--- src/rtl/bp_commit_trace_matcher_pkg.sv ---
// rtl/bp_commit_trace_matcher_pkg.sv - shared constants and helpers for the commit trace matcher
package bp_commit_trace_matcher_pkg;

    localparam int unsigned drop_cnt_width_lp = 16;

    // Counter increment that parks at all-ones instead of wrapping
    function automatic logic [drop_cnt_width_lp-1:0] sat_inc16(input logic [drop_cnt_width_lp-1:0] v);
        return (v == {drop_cnt_width_lp{1'b1}}) ? v : v + {{(drop_cnt_width_lp-1){1'b0}}, 1'b1};
    endfunction

endpackage

--- src/rtl/bp_commit_trace_matcher_if.sv ---
// rtl/bp_commit_trace_matcher_if.sv - trace record stream between matcher and trace sink
interface bp_commit_trace_matcher_if #(
    parameter int vaddr_width_p    = 39,
    parameter int instr_width_p    = 32,
    parameter int dword_width_p    = 64,
    parameter int reg_addr_width_p = 5,
    parameter int itag_width_p     = 30
);
    logic                        trace_v;
    logic                        trace_ready;
    logic [itag_width_p-1:0]     trace_itag;
    logic [vaddr_width_p-1:0]    trace_pc;
    logic [instr_width_p-1:0]    trace_instr;
    logic                        trace_rd_v;
    logic [reg_addr_width_p-1:0] trace_rd_addr;
    logic [dword_width_p-1:0]    trace_rd_data;

    modport master (
        output trace_v, trace_itag, trace_pc, trace_instr,
               trace_rd_v, trace_rd_addr, trace_rd_data,
        input  trace_ready
    );

    modport slave (
        input  trace_v, trace_itag, trace_pc, trace_instr,
               trace_rd_v, trace_rd_addr, trace_rd_data,
        output trace_ready
    );
endinterface

--- src/rtl/bp_commit_trace_matcher_fifo.sv ---
// rtl/bp_commit_trace_matcher_fifo.sv - circular pending-commit buffer with wrap-bit full/empty
module bp_commit_trace_fifo #(
    parameter int width_p = 8,
    parameter int els_p   = 8
) (
    input  logic               clk_i,
    input  logic               reset_n_i,
    input  logic               push_i,
    input  logic [width_p-1:0] data_i,
    input  logic               pop_i,
    output logic [width_p-1:0] data_o,
    output logic               full_o,
    output logic               empty_o
);
    localparam int ptr_w_lp = $clog2(els_p);
    localparam logic [ptr_w_lp:0] ptr_one_lp = {{ptr_w_lp{1'b0}}, 1'b1};

    logic [ptr_w_lp:0]  r_wptr;
    logic [ptr_w_lp:0]  r_rptr;
    logic [width_p-1:0] r_mem [els_p];

    assign empty_o = (r_wptr == r_rptr);
    assign full_o  = (r_wptr[ptr_w_lp] != r_rptr[ptr_w_lp])
                  && (r_wptr[ptr_w_lp-1:0] == r_rptr[ptr_w_lp-1:0]);
    assign data_o  = r_mem[r_rptr[ptr_w_lp-1:0]];

    // Pointer advance; the extra MSB distinguishes full from empty
    always_ff @(posedge clk_i or negedge reset_n_i) begin
        if (!reset_n_i) begin
            r_wptr <= '0;
            r_rptr <= '0;
        end else begin
            if (push_i) r_wptr <= r_wptr + ptr_one_lp;
            if (pop_i)  r_rptr <= r_rptr + ptr_one_lp;
        end
    end

    // Storage write; contents are meaningless while the pointers say empty
    always_ff @(posedge clk_i) begin
        if (push_i) r_mem[r_wptr[ptr_w_lp-1:0]] <= data_i;
    end
endmodule

--- src/rtl/bp_commit_trace_matcher.sv ---
// rtl/bp_commit_trace_matcher.sv - commit/writeback pairing and ordered trace record emission
module bp_commit_trace_matcher
    import bp_commit_trace_matcher_pkg::*;
#(
    parameter int vaddr_width_p    = 39,
    parameter int instr_width_p    = 32,
    parameter int dword_width_p    = 64,
    parameter int reg_addr_width_p = 5,
    parameter int els_p            = 8,
    parameter int align_delay_p    = 3,
    parameter int itag_width_p     = 30,
    parameter int filter_zero_pc_p = 1
) (
    input  logic                          clk_i,
    input  logic                          reset_n_i,
    input  logic                          commit_v_i,
    input  logic [vaddr_width_p-1:0]      commit_pc_i,
    input  logic [instr_width_p-1:0]      commit_instr_i,
    input  logic                          rd_expected_i,
    input  logic                          rd_w_v_i,
    input  logic [reg_addr_width_p-1:0]   rd_addr_i,
    input  logic [dword_width_p-1:0]      rd_data_i,
    bp_commit_trace_matcher_if.master     trace,
    output logic [drop_cnt_width_lp-1:0]  drop_cnt_o,
    output logic                          err_spurious_wb_o,
    output logic                          err_wb_overflow_o
);
    typedef struct packed {
        logic [itag_width_p-1:0]  itag;
        logic [vaddr_width_p-1:0] pc;
        logic [instr_width_p-1:0] instr;
        logic                     rd_exp;
    } entry_s;

    localparam int entry_width_lp = $bits(entry_s);
    localparam int cnt_w_lp       = $clog2(els_p + 1);
    localparam logic [itag_width_p-1:0] itag_one_lp = {{(itag_width_p-1){1'b0}}, 1'b1};
    localparam logic [cnt_w_lp-1:0]     cnt_one_lp  = {{(cnt_w_lp-1){1'b0}}, 1'b1};

    logic                        w_rd_exp_aligned;
    logic [itag_width_p-1:0]     r_itag;
    logic [cnt_w_lp-1:0]         r_exp_cnt;
    logic                        r_wb_v;
    logic [reg_addr_width_p-1:0] r_wb_addr;
    logic [dword_width_p-1:0]    r_wb_data;
    logic [drop_cnt_width_lp-1:0] r_drop_cnt;
    logic                        r_err_spurious;
    logic                        r_err_overflow;

    logic                        r_out_v;
    logic [itag_width_p-1:0]     r_out_itag;
    logic [vaddr_width_p-1:0]    r_out_pc;
    logic [instr_width_p-1:0]    r_out_instr;
    logic                        r_out_rd_v;
    logic [reg_addr_width_p-1:0] r_out_rd_addr;
    logic [dword_width_p-1:0]    r_out_rd_data;

    entry_s                      w_push_entry;
    entry_s                      w_head;
    logic [entry_width_lp-1:0]   w_head_raw;
    logic                        w_fifo_full;
    logic                        w_fifo_empty;
    logic                        w_head_ok;
    logic                        w_pop;
    logic                        w_push;
    logic                        w_drop;
    logic                        w_emit;
    logic                        w_wb_consume;
    logic                        w_wb_spurious;
    logic                        w_wb_overflow;
    logic                        w_wb_capture;

    // rd_expected_i leads its commit by align_delay_p cycles; delay it to line up
    generate
        if (align_delay_p == 0) begin : g_no_align
            assign w_rd_exp_aligned = rd_expected_i;
        end else begin : g_align
            logic [align_delay_p-1:0] r_align;

            // Shift register feeding the aligned expectation bit
            always_ff @(posedge clk_i or negedge reset_n_i) begin
                if (!reset_n_i) begin
                    r_align <= '0;
                end else begin
                    r_align[0] <= rd_expected_i;
                    for (int i = 1; i < align_delay_p; i++) r_align[i] <= r_align[i-1];
                end
            end

            assign w_rd_exp_aligned = r_align[align_delay_p-1];
        end
    endgenerate

    assign w_push_entry = '{itag: r_itag, pc: commit_pc_i, instr: commit_instr_i, rd_exp: w_rd_exp_aligned};
    assign w_head       = entry_s'(w_head_raw);

    // The head only leaves while the consumer is ready, so a stalled sink backs up into the FIFO
    assign w_head_ok = !w_fifo_empty && (!w_head.rd_exp || r_wb_v);
    assign w_pop     = w_head_ok && trace.trace_ready;
    assign w_push    = commit_v_i && (!w_fifo_full || w_pop);
    assign w_drop    = commit_v_i && !w_push;
    assign w_emit    = !((filter_zero_pc_p != 0) && (w_head.pc == '0));

    assign w_wb_consume  = w_pop && w_head.rd_exp;
    assign w_wb_spurious = rd_w_v_i && (r_exp_cnt == '0);
    assign w_wb_overflow = rd_w_v_i && !w_wb_spurious && r_wb_v && !w_wb_consume;
    assign w_wb_capture  = rd_w_v_i && !w_wb_spurious && !w_wb_overflow;

    bp_commit_trace_fifo #(
        .width_p (entry_width_lp),
        .els_p   (els_p)
    ) u_fifo (
        .clk_i     (clk_i),
        .reset_n_i (reset_n_i),
        .push_i    (w_push),
        .data_i    (w_push_entry),
        .pop_i     (w_pop),
        .data_o    (w_head_raw),
        .full_o    (w_fifo_full),
        .empty_o   (w_fifo_empty)
    );

    // Sequence tag advances on every commit, dropped or not, so gaps reveal drops
    always_ff @(posedge clk_i or negedge reset_n_i) begin
        if (!reset_n_i)      r_itag <= '0;
        else if (commit_v_i) r_itag <= r_itag + itag_one_lp;
    end

    // Number of queued entries still waiting on a writeback
    always_ff @(posedge clk_i or negedge reset_n_i) begin
        if (!reset_n_i) begin
            r_exp_cnt <= '0;
        end else begin
            case ({w_push && w_push_entry.rd_exp, w_wb_consume})
                2'b10:   r_exp_cnt <= r_exp_cnt + cnt_one_lp;
                2'b01:   r_exp_cnt <= r_exp_cnt - cnt_one_lp;
                default: r_exp_cnt <= r_exp_cnt;
            endcase
        end
    end

    // Single writeback holding register, emptied when an expecting head pops
    always_ff @(posedge clk_i or negedge reset_n_i) begin
        if (!reset_n_i) begin
            r_wb_v    <= 1'b0;
            r_wb_addr <= '0;
            r_wb_data <= '0;
        end else if (w_wb_capture) begin
            r_wb_v    <= 1'b1;
            r_wb_addr <= rd_addr_i;
            r_wb_data <= rd_data_i;
        end else if (w_wb_consume) begin
            r_wb_v    <= 1'b0;
        end
    end

    // Drop counter and sticky error flags
    always_ff @(posedge clk_i or negedge reset_n_i) begin
        if (!reset_n_i) begin
            r_drop_cnt     <= '0;
            r_err_spurious <= 1'b0;
            r_err_overflow <= 1'b0;
        end else begin
            if (w_drop)        r_drop_cnt     <= sat_inc16(r_drop_cnt);
            if (w_wb_spurious) r_err_spurious <= 1'b1;
            if (w_wb_overflow) r_err_overflow <= 1'b1;
        end
    end

    // Output record register; filtered zero-PC records pop without becoming valid
    always_ff @(posedge clk_i or negedge reset_n_i) begin
        if (!reset_n_i) begin
            r_out_v       <= 1'b0;
            r_out_itag    <= '0;
            r_out_pc      <= '0;
            r_out_instr   <= '0;
            r_out_rd_v    <= 1'b0;
            r_out_rd_addr <= '0;
            r_out_rd_data <= '0;
        end else if (w_pop) begin
            r_out_v <= w_emit;
            if (w_emit) begin
                r_out_itag    <= w_head.itag;
                r_out_pc      <= w_head.pc;
                r_out_instr   <= w_head.instr;
                r_out_rd_v    <= w_head.rd_exp;
                r_out_rd_addr <= w_head.rd_exp ? r_wb_addr : '0;
                r_out_rd_data <= w_head.rd_exp ? r_wb_data : '0;
            end
        end else if (trace.trace_ready) begin
            r_out_v <= 1'b0;
        end
    end

    assign trace.trace_v       = r_out_v;
    assign trace.trace_itag    = r_out_itag;
    assign trace.trace_pc      = r_out_pc;
    assign trace.trace_instr   = r_out_instr;
    assign trace.trace_rd_v    = r_out_rd_v;
    assign trace.trace_rd_addr = r_out_rd_addr;
    assign trace.trace_rd_data = r_out_rd_data;

    assign drop_cnt_o        = r_drop_cnt;
    assign err_spurious_wb_o = r_err_spurious;
    assign err_wb_overflow_o = r_err_overflow;
endmodule

--- src/flat_wrapper.sv ---
// flat-port wrapper written by rule: the top's interface ports become plain ports
module bp_commit_trace_matcher_flat import bp_commit_trace_matcher_pkg::*;
#(
    parameter int vaddr_width_p    = 39,
    parameter int instr_width_p    = 32,
    parameter int dword_width_p    = 64,
    parameter int reg_addr_width_p = 5,
    parameter int els_p            = 8,
    parameter int align_delay_p    = 3,
    parameter int itag_width_p     = 30,
    parameter int filter_zero_pc_p = 1
)
  (clk_i, reset_n_i, commit_v_i, commit_pc_i, commit_instr_i, rd_expected_i, rd_w_v_i, rd_addr_i, rd_data_i, drop_cnt_o, err_spurious_wb_o, err_wb_overflow_o, trace_trace_v, trace_trace_itag, trace_trace_pc, trace_trace_instr, trace_trace_rd_v, trace_trace_rd_addr, trace_trace_rd_data, trace_trace_ready);
  bp_commit_trace_matcher_if #(.vaddr_width_p(vaddr_width_p), .instr_width_p(instr_width_p), .dword_width_p(dword_width_p), .reg_addr_width_p(reg_addr_width_p), .itag_width_p(itag_width_p)) trace_i ();
  input  logic clk_i;
  input  logic reset_n_i;
  input  logic commit_v_i;
  input  logic [vaddr_width_p-1:0] commit_pc_i;
  input  logic [instr_width_p-1:0] commit_instr_i;
  input  logic rd_expected_i;
  input  logic rd_w_v_i;
  input  logic [reg_addr_width_p-1:0] rd_addr_i;
  input  logic [dword_width_p-1:0] rd_data_i;
  output logic [drop_cnt_width_lp-1:0] drop_cnt_o;
  output logic err_spurious_wb_o;
  output logic err_wb_overflow_o;
  output wire logic [$bits(trace_i.trace_v)-1:0] trace_trace_v;
  output wire logic [$bits(trace_i.trace_itag)-1:0] trace_trace_itag;
  output wire logic [$bits(trace_i.trace_pc)-1:0] trace_trace_pc;
  output wire logic [$bits(trace_i.trace_instr)-1:0] trace_trace_instr;
  output wire logic [$bits(trace_i.trace_rd_v)-1:0] trace_trace_rd_v;
  output wire logic [$bits(trace_i.trace_rd_addr)-1:0] trace_trace_rd_addr;
  output wire logic [$bits(trace_i.trace_rd_data)-1:0] trace_trace_rd_data;
  input wire logic [$bits(trace_i.trace_ready)-1:0] trace_trace_ready;
  assign trace_trace_v = trace_i.trace_v;
  assign trace_trace_itag = trace_i.trace_itag;
  assign trace_trace_pc = trace_i.trace_pc;
  assign trace_trace_instr = trace_i.trace_instr;
  assign trace_trace_rd_v = trace_i.trace_rd_v;
  assign trace_trace_rd_addr = trace_i.trace_rd_addr;
  assign trace_trace_rd_data = trace_i.trace_rd_data;
  assign trace_i.trace_ready = trace_trace_ready;
  bp_commit_trace_matcher #(.vaddr_width_p(vaddr_width_p), .instr_width_p(instr_width_p), .dword_width_p(dword_width_p), .reg_addr_width_p(reg_addr_width_p), .els_p(els_p), .align_delay_p(align_delay_p), .itag_width_p(itag_width_p), .filter_zero_pc_p(filter_zero_pc_p)) u_core (.clk_i(clk_i), .reset_n_i(reset_n_i), .commit_v_i(commit_v_i), .commit_pc_i(commit_pc_i), .commit_instr_i(commit_instr_i), .rd_expected_i(rd_expected_i), .rd_w_v_i(rd_w_v_i), .rd_addr_i(rd_addr_i), .rd_data_i(rd_data_i), .trace(trace_i), .drop_cnt_o(drop_cnt_o), .err_spurious_wb_o(err_spurious_wb_o), .err_wb_overflow_o(err_wb_overflow_o));
endmodule
--- config.mk ---
export PLATFORM = sky130hd
export DESIGN_NAME = bp_commit_trace_matcher_flat
export DESIGN_NICKNAME = d
export VERILOG_FILES = /design/src/rtl/bp_commit_trace_matcher_pkg.sv /design/src/rtl/bp_commit_trace_matcher_if.sv /design/src/rtl/bp_commit_trace_matcher_fifo.sv /design/src/rtl/bp_commit_trace_matcher.sv /design/src/flat_wrapper.sv
export SDC_FILE = /design/constraint.sdc
export NUM_CORES = 1
export LEC_CHECK = 0
export CAP_MARGIN = 20
export CORE_ASPECT_RATIO = 0.6
export CORE_MARGIN = 4
export CORE_UTILIZATION = 58
export DETAILED_ROUTE_END_ITERATION = 16
export HOLD_SLACK_MARGIN = 0.03
export MAX_ROUTING_LAYER = met4
export PLACE_DENSITY = 0.79
export SETUP_SLACK_MARGIN = 0.4
export SYNTH_ARGS = -nofsm -noshare
export SYNTH_HDL_FRONTEND = slang
export SYNTH_SLANG_ARGS = --single-unit
--- constraint.sdc ---
create_clock -name clk_i -period 15.1 [get_ports clk_i]
set_clock_uncertainty 0.1 [all_clocks]
set_input_delay 3.02 -clock clk_i [delete_from_list [all_inputs] [get_ports clk_i]]
set_output_delay 3.02 -clock clk_i [all_outputs]
set_load 0.005 [all_outputs]
# ---- Yosys cells after proc, flatten, opt, wreduce, memory -nomap -nowiden
# Memories as Yosys holds them, arrays and structs flattened.
# Index checks and enable logic that the tools add are counted.
dict set report op_classes {
  n_mux 9
  n_eq_ne 6
  bitwise 2
  n_reduce_logical 29
  add_sub_neg 6
}
# op count
set op_table {}
lappend op_table {{$mux W64} 1}
lappend op_table {{$logic_not A39 Y1} 1}
lappend op_table {{$add A30 B1 Y30 const B} 1}
lappend op_table {{$add A16 B1 Y16 const B} 1}
lappend op_table {{$eq A16 B16 Y1 const B} 1}
lappend op_table {{$add A4 B1 Y4 const B} 3}
lappend op_table {{$logic_and A1 B1 Y1} 12}
lappend op_table {{$logic_not A1 Y1} 8}
lappend op_table {{$pmux W4 S2} 1}
lappend op_table {{$mux W1} 6}
lappend op_table {{$reduce_bool A2 Y1} 3}
lappend op_table {{$mux W5} 1}
lappend op_table {{$eq A4 B4 Y1} 1}
lappend op_table {{$logic_not A4 Y1} 1}
lappend op_table {{$reduce_and A2 Y1} 2}
lappend op_table {{$sub A4 B1 Y4 const B} 1}
lappend op_table {{$eq A3 B3 Y1} 1}
lappend op_table {{$eq A2 B1 Y1 const B} 1}
lappend op_table {{$eq A2 B2 Y1 const B} 1}
lappend op_table {{$logic_or A1 B1 Y1} 2}
lappend op_table {{$not A1 Y1} 2}
lappend op_table {{$ne A1 B1 Y1} 1}
dict set report totals {
  register_bits 305
  wordCells 71
  ramBits 816
  in_bits 146
  mem_count 1
}
# name depth width rd rd_ports_with_merged_regs wr line
set memory_table {}
lappend memory_table {u_core.u_fifo.r_mem 8 102 1 0 1 bp_commit_trace_matcher_fifo.sv:20} ;# logic [width_p-1:0] r_mem [els_p];

# ---- Longest topological paths before layout
# Gate-level depths: netlist (run 1).
# An unclocked memory read counts as a cell.
dict set report depth {
  word_depth 11
  ltp_mapped 15
}

# ---- Modules after synthesis
# A second synthesis (run 1) with hierarchy kept.
dict set report hier_totals {
  hier_cells 2119
  hier_area_um2 43565.5
}
# mod seq_area_each_um2 instances area_per_inst_um2 cells_per_inst
set by_module_without_submodules {}
lappend by_module_without_submodules {bp_commit_trace_fifo 24703.7 1 31425.1 1223}
lappend by_module_without_submodules {bp_commit_trace_matcher 7432.1 1 12140.4 896}

# ---- Worst setup path before layout (run 1)
# OpenSTA, ideal clock, no wires.
dict set report synth_path {
  path_type {input to register}
  start {input port commit_v_i}
  end {memory u_core.u_fifo.r_mem[1][0] (netlist bit) (enable)}
  cell_stages 3
  arrival_time_ps 13932
  slack_ps 217
  required_ps 14150
  cell_sequence {clkbuf_1 -> nand2_1 -> nor4b_1}
}
dict set report synth_via {
  elab_chain_cells 3
}
# item line
set synth_rtl {}
lappend synth_rtl {{start: declaration} flat_wrapper.sv:17} ;# input logic commit_v_i;
lappend synth_rtl {{$logic_and A1 B1 Y1} bp_commit_trace_matcher.sv:100} ;# assign w_push = commit_v_i && (!w_fifo_full || w_pop);
lappend synth_rtl {{$mux W1} bp_commit_trace_matcher_fifo.sv:40} ;# if (push_i) r_mem[r_wptr[ptr_w_lp-1:0]] <= data_i;
lappend synth_rtl {{$mux W1 (not written as such)} bp_commit_trace_matcher_fifo.sv:40}
lappend synth_rtl {{end: declaration} bp_commit_trace_matcher_fifo.sv:20}
# No other way between the ends.

# ---- Worst setup path in the final report (run 1)
dict set report layout_path {
  start {input port trace_trace_ready}
  end {memory u_core.u_fifo.r_mem[6][91] (netlist bit) (enable)}
}
dict set report layout_via {
  elab_chain_cells 5
}
# item line
set layout_rtl {}
lappend layout_rtl {{start: declaration} flat_wrapper.sv:34} ;# input wire logic [$bits(trace_i.trace_ready)-1:0] trace_trace_ready;
lappend layout_rtl {{$logic_and A1 B1 Y1} bp_commit_trace_matcher.sv:99} ;# assign w_pop = w_head_ok && trace.trace_ready;
lappend layout_rtl {{$logic_or A1 B1 Y1} bp_commit_trace_matcher.sv:100}
lappend layout_rtl {{$logic_and A1 B1 Y1} bp_commit_trace_matcher.sv:100}
lappend layout_rtl {{$mux W1} bp_commit_trace_matcher_fifo.sv:40}
lappend layout_rtl {{$mux W1 (not written as such)} bp_commit_trace_matcher_fifo.sv:40}
# No other way between the ends.

==> results.md, run 1 <==
STA:
- In this run the tightest slew margin relative to its limit is 30.1%.
- Setup repair after global routing left no endpoint under its margin.
- For the finished layout, the period the worst path requires is 6540 ps.
- The fraction of the cycle the final worst path needs is a little over two fifths.
- The final-report max-slew violation count came to 0.
- The total negative slack is 0 ps.
- Timing would allow up to 153 MHz.
- The hold violation total from the final report came to 0.
- The tightest hold path in the finished design has a slack of about 260 ps.
- The count of final setup violators is 0.
- For the pin with the worst max-slew slack, the measured transition is 1050 ps.

Floorplan:
- In this run the core area contains 76 standard-cell rows.
- The standard cell core area is between 70000 and 80000 um2.
- The floorplan die height is 219 um.
- The horizontal die dimension is around 360 um.
- The floorplan die area is between 70000 and 80000 um2.
- Once the floorplan was initialized, standard cells occupied between 50% and 60% of the core.
- During I/O placement, the number of pins put on the boundary was 336.

Synth:
- The Yosys step of the flow raised 0 warnings.
- In this run the mean area of a mapped cell was 19.8 um2.
- The commonest cells after synthesis are sky130_fd_sc_hd__edfxtp_1 (816), sky130_fd_sc_hd__dfrtp_1 (305), sky130_fd_sc_hd__mux2_2 (232).
- Among all cell types in the netlist, the one instantiated most often is sky130_fd_sc_hd__edfxtp_1.
- The cell area that synthesis handed to floorplanning was around 43000 um2.
- After synthesis, the largest area contributor takes up 57.0% of total cell area.
- The number of synthesized flops with an enable pin is a little over 800.
- The flip-flop and latch count after synthesis is 1121.
- The number of distinct library cell variants in the gate-level netlist after synthesis is 47.
- For this run, the register share of the synthesized area comes to 74.8%.
- By area the synthesized netlist is led by sky130_fd_sc_hd__edfxtp_1 (57%), sky130_fd_sc_hd__dfrtp_1 (18%), sky130_fd_sc_hd__mux4_2 (9.7%).
- Synthesis produced a netlist with a net count of ~2300.
- The proportion of register bits with asynchronous set or reset after synthesis is 27.2%.
- Among all flip-flop cells after synthesis, the most frequent one is sky130_fd_sc_hd__edfxtp_1.
- The most area-hungry cell type in the Yosys netlist is sky130_fd_sc_hd__edfxtp_1.
- Synthesis produced a netlist whose cell count is 2173.

Routing:
- For this block, the routed nets add up to 93.5 mm of wire.
- The count of nets left with antenna violations once routing finished came out at 0.
- The count of routing violations after the opening detailed-route iteration is ~2300.
- The via count of the routed design is 22130.
- For this run, design rule violations remaining after detail routing come to 0.
- The pre-antenna-repair detailed-routing pass consisted of 6 iterations.
- Dividing the detail-routed wire length by the instance count gives 26.0 um.
- The post-detailed-route via-to-cell ratio is 6.17.

Clock network:
- The clock net sink count is 1121.
- The number of hold buffers added after CTS was 0.
- The maximum level of the CTS H-tree is 3.
- The post-cts sizing count is 0.
- The clock reaches the later pin of the worst-skew pair after 660 ps.
- The maximum clock insertion buffer count is 3.
- In this run the clock root is driven by a sky130_fd_sc_hd__clkbuf_16.
- Buffers inserted during clock tree synthesis total 94.
- TritonCTS built the clock tree.
- The CTS clock-pin slew for the worst setup and hold paths is 60 ps.
- In this run the post-CTS setup repair buffer count came out at 0.

Finish:
- The end-of-flow core utilization is 69.8%.
- After the last flow step, the layout net total stands at between 2000 and 3000.
- Of the cells placed in the final design, the portion with a size suffix greater than 1 is 24.2%.
- The layout overhead on the synthesized area is 17.9%.

Setup path:
- The worst register-to-register path begins at u_core.u_fifo.r_rptr[0].
- STA classifies the critical path startpoint as an input port.
- The worst path required time is 15280 ps.
- The endpoint kind of the worst setup timing path is a register.
- The critical-path maximum fanout is 56.
- In this run the critical register-to-register path is captured at u_core.u_fifo.r_mem[6][91].
- The cell depth of the worst flop-to-flop path is 9.
- The setup check on the worst reg-to-reg path leaves a slack of 8890 ps.
- The worst endpoint data arrival time is around 6700 ps.
- The path type of the worst setup path is input port to register.

Power:
- In this run the power density over the cells is 196 nW/um2.
- Total power for the finished layout comes to approximately 9.9 mW.
- Across the VDD grid, the largest voltage drop is 0.165 mV.
- For this design the static power due to leakage is 17.8 nW.

GRT:
- Entering global routing, the biggest net connects 81 pins.
- The via count of the first global-routing pass is roughly 23000.
- The first global-routing pass estimated 143 mm of wire.
- The overall track demand over capacity in global routing is 24.6%.
- The initial antenna violation count is 6.
- The total congestion overflow after global routing is 0.

Status:
- The flow ran to the end, and the final reports show no timing, DRC or antenna violations.

Worst hold path:
- In this run the most critical hold path is launched from u_core.g_align.r_align[0].
- The path with the worst hold slack has its endpoint at u_core.g_align.r_align[1].
- The class of the tightest hold or removal check is register to register.
- Counting instances, the worst hold path has a depth of 0.

Flow run:
- The max-capacitance violation count is 0.

Placement:
- The half-perimeter wire length after placement is 54.0 mm.
- The count of buffers inserted at the top-level ports is 335.
- The weighted congestion at the end of routability-driven global placement is 0.804.
routing by layer:
layer / track usage (%) / share of wire (%)
met1: 33.0 / 40
met2: 39.5 / 51
met3: 4.06 / 6.0
met4: 7.71 / 2.8
met5: - / 0
cell usage in the layout (no fill, tap or decap), types with 18 or more instances in the layout:
master                              n
sky130_fd_sc_hd__edfxtp_1         816
sky130_fd_sc_hd__mux2_2           232
sky130_fd_sc_hd__clkbuf_1          18
sky130_fd_sc_hd__o2bb2ai_1         69
sky130_fd_sc_hd__nor2_1            31
sky130_fd_sc_hd__mux4_2           185
sky130_fd_sc_hd__xnor2_1           32
sky130_fd_sc_hd__nand3_1           92
sky130_fd_sc_hd__clkdlybuf4s50_1  334
sky130_fd_sc_hd__nand2_1           70
sky130_fd_sc_hd__mux2i_1           55
sky130_fd_sc_hd__dfrtp_1          302
sky130_fd_sc_hd__buf_4             38
sky130_fd_sc_hd__clkbuf_16         99
sky130_fd_sc_hd__xor2_1            26
worst max-delay path: stages:
cell                              delay [ps]
sky130_fd_sc_hd__clkdlybuf4s50_1         520
sky130_fd_sc_hd__o21ai_0                 350
sky130_fd_sc_hd__a21boi_0                660
sky130_fd_sc_hd__nand2_1                 340
sky130_fd_sc_hd__nor3b_2                 280
sky130_fd_sc_hd__buf_4                   650
sky130_fd_sc_hd__buf_4                   840
where the power goes:
part	leakage (nW)	internal [mW]	switching [mW]
Sequential	11.3	4.02	0.381
Clock	1.57	1.44	1.08
Combinational	4.93	1.56	1.47
Total	17.8	7.02	2.93
registers in the layout, summed over array words and instances (netlist names):
register / cells
u_core.u_fifo.r_rptr: 4
u_core.r_wb_data: 64
u_core.trace.trace_rd_v: 1
u_core.err_wb_overflow_o: 1
u_core.err_spurious_wb_o: 1
u_core.g_align.r_align: 3
u_core.trace.trace_pc: 39
u_core.drop_cnt_o: 16
u_core.r_itag: 30
u_core.r_wb_addr: 5
u_core.trace.trace_instr: 32
u_core.trace.trace_rd_addr: 5
u_core.trace.trace_v: 1
u_core.u_fifo.r_wptr: 4
u_core.r_exp_cnt: 4
u_core.r_wb_v: 1
u_core.trace.trace_rd_data: 64
u_core.trace.trace_itag: 30
u_core.u_fifo.r_mem: 816
worst max path at each step:
| stage | cells past startpoint | to | from | slack, ps |
|---|---|---|---|---|
| global route | 7 | u_core.u_fifo.r_mem[6][32] | trace_trace_ready | 8300 |
| global placement | 7 | u_core.u_fifo.r_mem[5][86] | trace_trace_ready | 8100 |
| CTS | 7 | u_core.u_fifo.r_mem[6][73] | trace_trace_ready | 8630 |
| floorplan | 3 | u_core.u_fifo.r_mem[1][0] | commit_v_i | 220 |
| detailed placement | 7 | u_core.u_fifo.r_mem[6][84] | trace_trace_ready | 7960 |
| finish | 7 | u_core.u_fifo.r_mem[6][91] | trace_trace_ready | 8560 |
per-stage QoR:
stage	area [um2]	worst slack [ps]	cells
3_5_place_dp	47400	7960	3402
2_1_floorplan	43000	217	2173
3_3_place_gp	47400	8100	3402
5_1_grt	50700	8300	3587
6_report	50700	8560	3588
4_1_cts	50600	8630	3580
final cells by class:
cell class	instances	area, um2
clock buffer	129	2710
timing repair buffer	375	3700
clock inverter	49	537
multi-input combinational	919	10300
sequential	1121	32100
fill	4339	21900
antenna	6	15.0
tap	975	1220
inverter	14	52.6
logic make-up after synthesis:
| family | synth area share, % |
|---|---|
| AND/OR/NAND/NOR | 2.80 |
| adder cells (fa/ha/maj) | 0.204 |
| multiplexers | 17.2 |
| XOR/XNOR | 1.18 |
| buffers and inverters | 1.47 |
| AO/OA/AOI/OAI | 2.39 |
| flip-flops | 74.8 |
No activity file was read; power rests on OpenSTA's default activity.
==> run 2: changes to the inputs <==
Settings changed: CORE_UTILIZATION 58 to 52, PLACE_DENSITY 0.79 to 0.75.
Clock period 15.1 ns to 5.55 ns, I/O delays scaled along.
==> run 2 against run 1 <==
Effect of this change: total power increased to 2.7 times the previous value; non-clock buffer count rose by 10; worst hold slack got worse by 5.9 ps; cell area grew 1.0%; clock-buffer cell count up 19; critical endpoint is now u_core.u_fifo.r_mem[7][14]; highest routed layer unchanged.
==> results.md, run 2 (same netlist as run 1, synthesis figures left out) <==
Status:
- The flow ran to the end, and the final reports show no timing, DRC or antenna violations.

Floorplan:
- The horizontal die dimension is 379 um (+5.5%).
- The placement row count is 81 (+6.6%).
- The effective utilization at floorplan is 52.6% (-6.6 points).
- The floorplan die area is 87400 um2 (+11%).
- The standard cell core area is 81700 um2 (+13%).
- The floorplan die height is 231 um (+5.4%).
- The number of ports placed on the die boundary is 336 (unchanged).

Clock network:
- TritonCTS built the clock tree.
- The count of buffers added by post-CTS timing repair for setup is 0 (unchanged).
- The cell sitting at the root of the clock tree is a sky130_fd_sc_hd__clkbuf_16.
- The maximum level of the CTS H-tree was 3 (unchanged).
- The CTS clock-pin slew for the worst setup and hold paths was 70 ps (about the same).
- The clock net sink count is 1121 (unchanged).
- The number of hold-repair buffers added at the cts stage is 0 (unchanged).
- The post-cts sizing count is 0 (unchanged).
- The clock buffer count from CTS is 98 (+4.3%).
- The source-to-sink clock delay at the later pin of the worst-skew pair is 660 ps (about the same).
- The maximum clock insertion buffer count is 3 (unchanged).

Finish:
- The library cell used most frequently in the layout, excluding fill and tap cells, is sky130_fd_sc_hd__edfxtp_1.
- The number of standard cells in the final layout excluding fillers is 3711 (+3.4%).
- The top cell types in the final layout, fill and taps aside, are sky130_fd_sc_hd__edfxtp_1 (816), sky130_fd_sc_hd__clkdlybuf4s50_1 (334), sky130_fd_sc_hd__dfrtp_1 (302).
- The area of the multi-input gates was 10400 um2 (+0.61%).
- The flip-flop count of the largest register, all copies and words added is 816 (unchanged).
- The end-of-flow core utilization is 62.7% (-7.2 points).
- The number of fill cells in the layout is 5447 (+26%).
- The share of final-layout standard cells stronger than drive strength 1 is 24.4% (+0.25 points).
- The sequential cell area is 32100 um2 (unchanged).
- The layout overhead on the synthesized area is 19.1%.
- The total number of nets in the final design came to 2692 (+0.52%).
- The total non-filler cell area in the finished layout is 51200 um2 (+1.0%).

Routing:
- The number of remaining DRC errors came to 0 (unchanged).
- The count of routing violations after the opening detailed-route iteration is 2131 (-6.9%).
- The final antenna-violating net count is 0 (unchanged).
- The via count of the routed design is 21921 (-0.94%).
- The detail-routed net length per standard cell is 25.4 um (-2.6%).
- The final wirelength is 94.1 mm (+0.71%).
- The count of TritonRoute iterations in the first routing pass is 5 (-1).
- The post-detailed-route via-to-cell ratio is 5.91 (-4.2%).

Setup path:
- The critical-path maximum fanout is 43 (-23%).
- The critical path startpoint category is a register.
- The worst path required time is 5770 ps (-9510 ps).
- The endpoint kind of the worst setup timing path is a register.
- The worst endpoint data arrival time was 4600 ps (-2120 ps).
- The worst setup path is of the register to register kind.

Flow run:
- The max-capacitance violation count is 0 (unchanged).

Worst hold path:
- The path class of the tightest hold or removal check is register to register.

GRT:
- The global-route wire length before repair came to 144 mm (+0.82%).
- The initial antenna violation count is 13 (+7).
- The overall track demand over capacity in global routing is 22.5% (-2.1 points).
- The total congestion overflow after global routing is 0 (unchanged).
- The maximum number of pins on one net before global-route repair is 112 (+38%).
- The via count of the first global-routing pass was 22774 (-2.3%).

STA:
- The final-report max-slew violation count was 0 (unchanged).
- Setup repair after global routing left no endpoint under its margin.
- The minimum clock period after layout is 4380 ps.
- The count of final setup violators is 0 (unchanged).
- The worst slew margin relative to its limit came to 35.2% (+5.1 points).
- The transition time at the pin with the least slew margin is 972 ps (-76.0 ps).
- The total negative slack is 0 ps (unchanged).
- The hold violation total from the final report is 0 (unchanged).
- The maximum achievable frequency is 228 MHz.
- The fraction of the cycle the final worst path needs is 78.9%.

Power:
- The total design power is 27.3 mW (+170%).
- The worst IR drop on VDD is 0.379 mV (+130%).
- The leakage power is 17.9 nW (+0.94%).
- The power per cell area is 533 nW/um2 (+170%).

Placement:
- The standard cell area after detailed placement is 47800 um2 (+0.98%).
- The cell count after placement came to 3517 (+3.4%).
- The weighted congestion at the end of routability-driven global placement came to 0.823 (+2.4%).
- The half-perimeter wire length after placement is 54.9 mm (+1.6%).
- The count of buffers inserted at the top-level ports is 335 (unchanged).
[run 2: layer usage]
metal	up-vias	GRT usage [%]	wire length (um)	share of wire, %
met5	-	-	0	0
met3	132	4.50	6600	7.0
met2	795	33.2	44200	47
li1	9393	-	-	-
met1	11601	32.7	41300	44
met4	0	5.50	2030	2.2
[run 2: area by class of cell]
| class | count | area share [%] |
|---|---|---|
| Multi-Input combinational cell | 919 | 20.2 |
| Sequential cell | 1121 | 62.8 |
| Timing Repair Buffer | 385 | 7.70 |
| Tap cell | 1079 | 2.64 |
| Clock buffer | 148 | 5.71 |
| Antenna cell | 11 | 0.0538 |
| Inverter | 14 | 0.103 |
| Clock inverter | 34 | 0.758 |
[run 2: through the flow]
step / hold WS [ps] / setup slack, ps
2_1_floorplan: 231 / 179
3_3_place_gp: 241 / 1070
3_5_place_dp: 239 / 991
4_1_cts: 254 / 958
5_1_grt: 264 / 860
6_report: 253 / 1170
[run 2: final timing paths]
| check | start | end | slack (ps) | depth (start not counted) |
|---|---|---|---|---|
| max reg2reg | u_core.u_fifo.r_rptr[0] | u_core.u_fifo.r_mem[7][14] | 1170 | 7 |
| min reg2reg | u_core.g_align.r_align[1] | u_core.g_align.r_align[2] | 250 | 0 |
| max | u_core.u_fifo.r_rptr[0] | u_core.u_fifo.r_mem[7][14] | 1170 | 7 |
| max in group asynchronous | reset_n_i | u_core.trace.trace_pc[23] | 3780 | 2 |
| min in group asynchronous | reset_n_i | u_core.trace.trace_pc[27] | 280 | 1 |
| min | u_core.g_align.r_align[1] | u_core.g_align.r_align[2] | 250 | 0 |
[run 2: report_power, final]
part           leakage, nW  internal (mW)  total [mW]  switching [mW]
clock                 1.61           4.01        6.94            2.93
combinational         5.04           4.37        8.33            3.96
sequential            11.3           10.9        12.0            1.10
[run 2: worst max-delay path: stages, from the launching register on]
cell and delay [ps]:
sky130_fd_sc_hd__dfrtp_4 970, sky130_fd_sc_hd__mux4_2 610, sky130_fd_sc_hd__mux2i_1 180, sky130_fd_sc_hd__o21ai_2 160, sky130_fd_sc_hd__a21boi_0 600, sky130_fd_sc_hd__nand2_1 390
sky130_fd_sc_hd__nor2_4 630, sky130_fd_sc_hd__buf_12 350
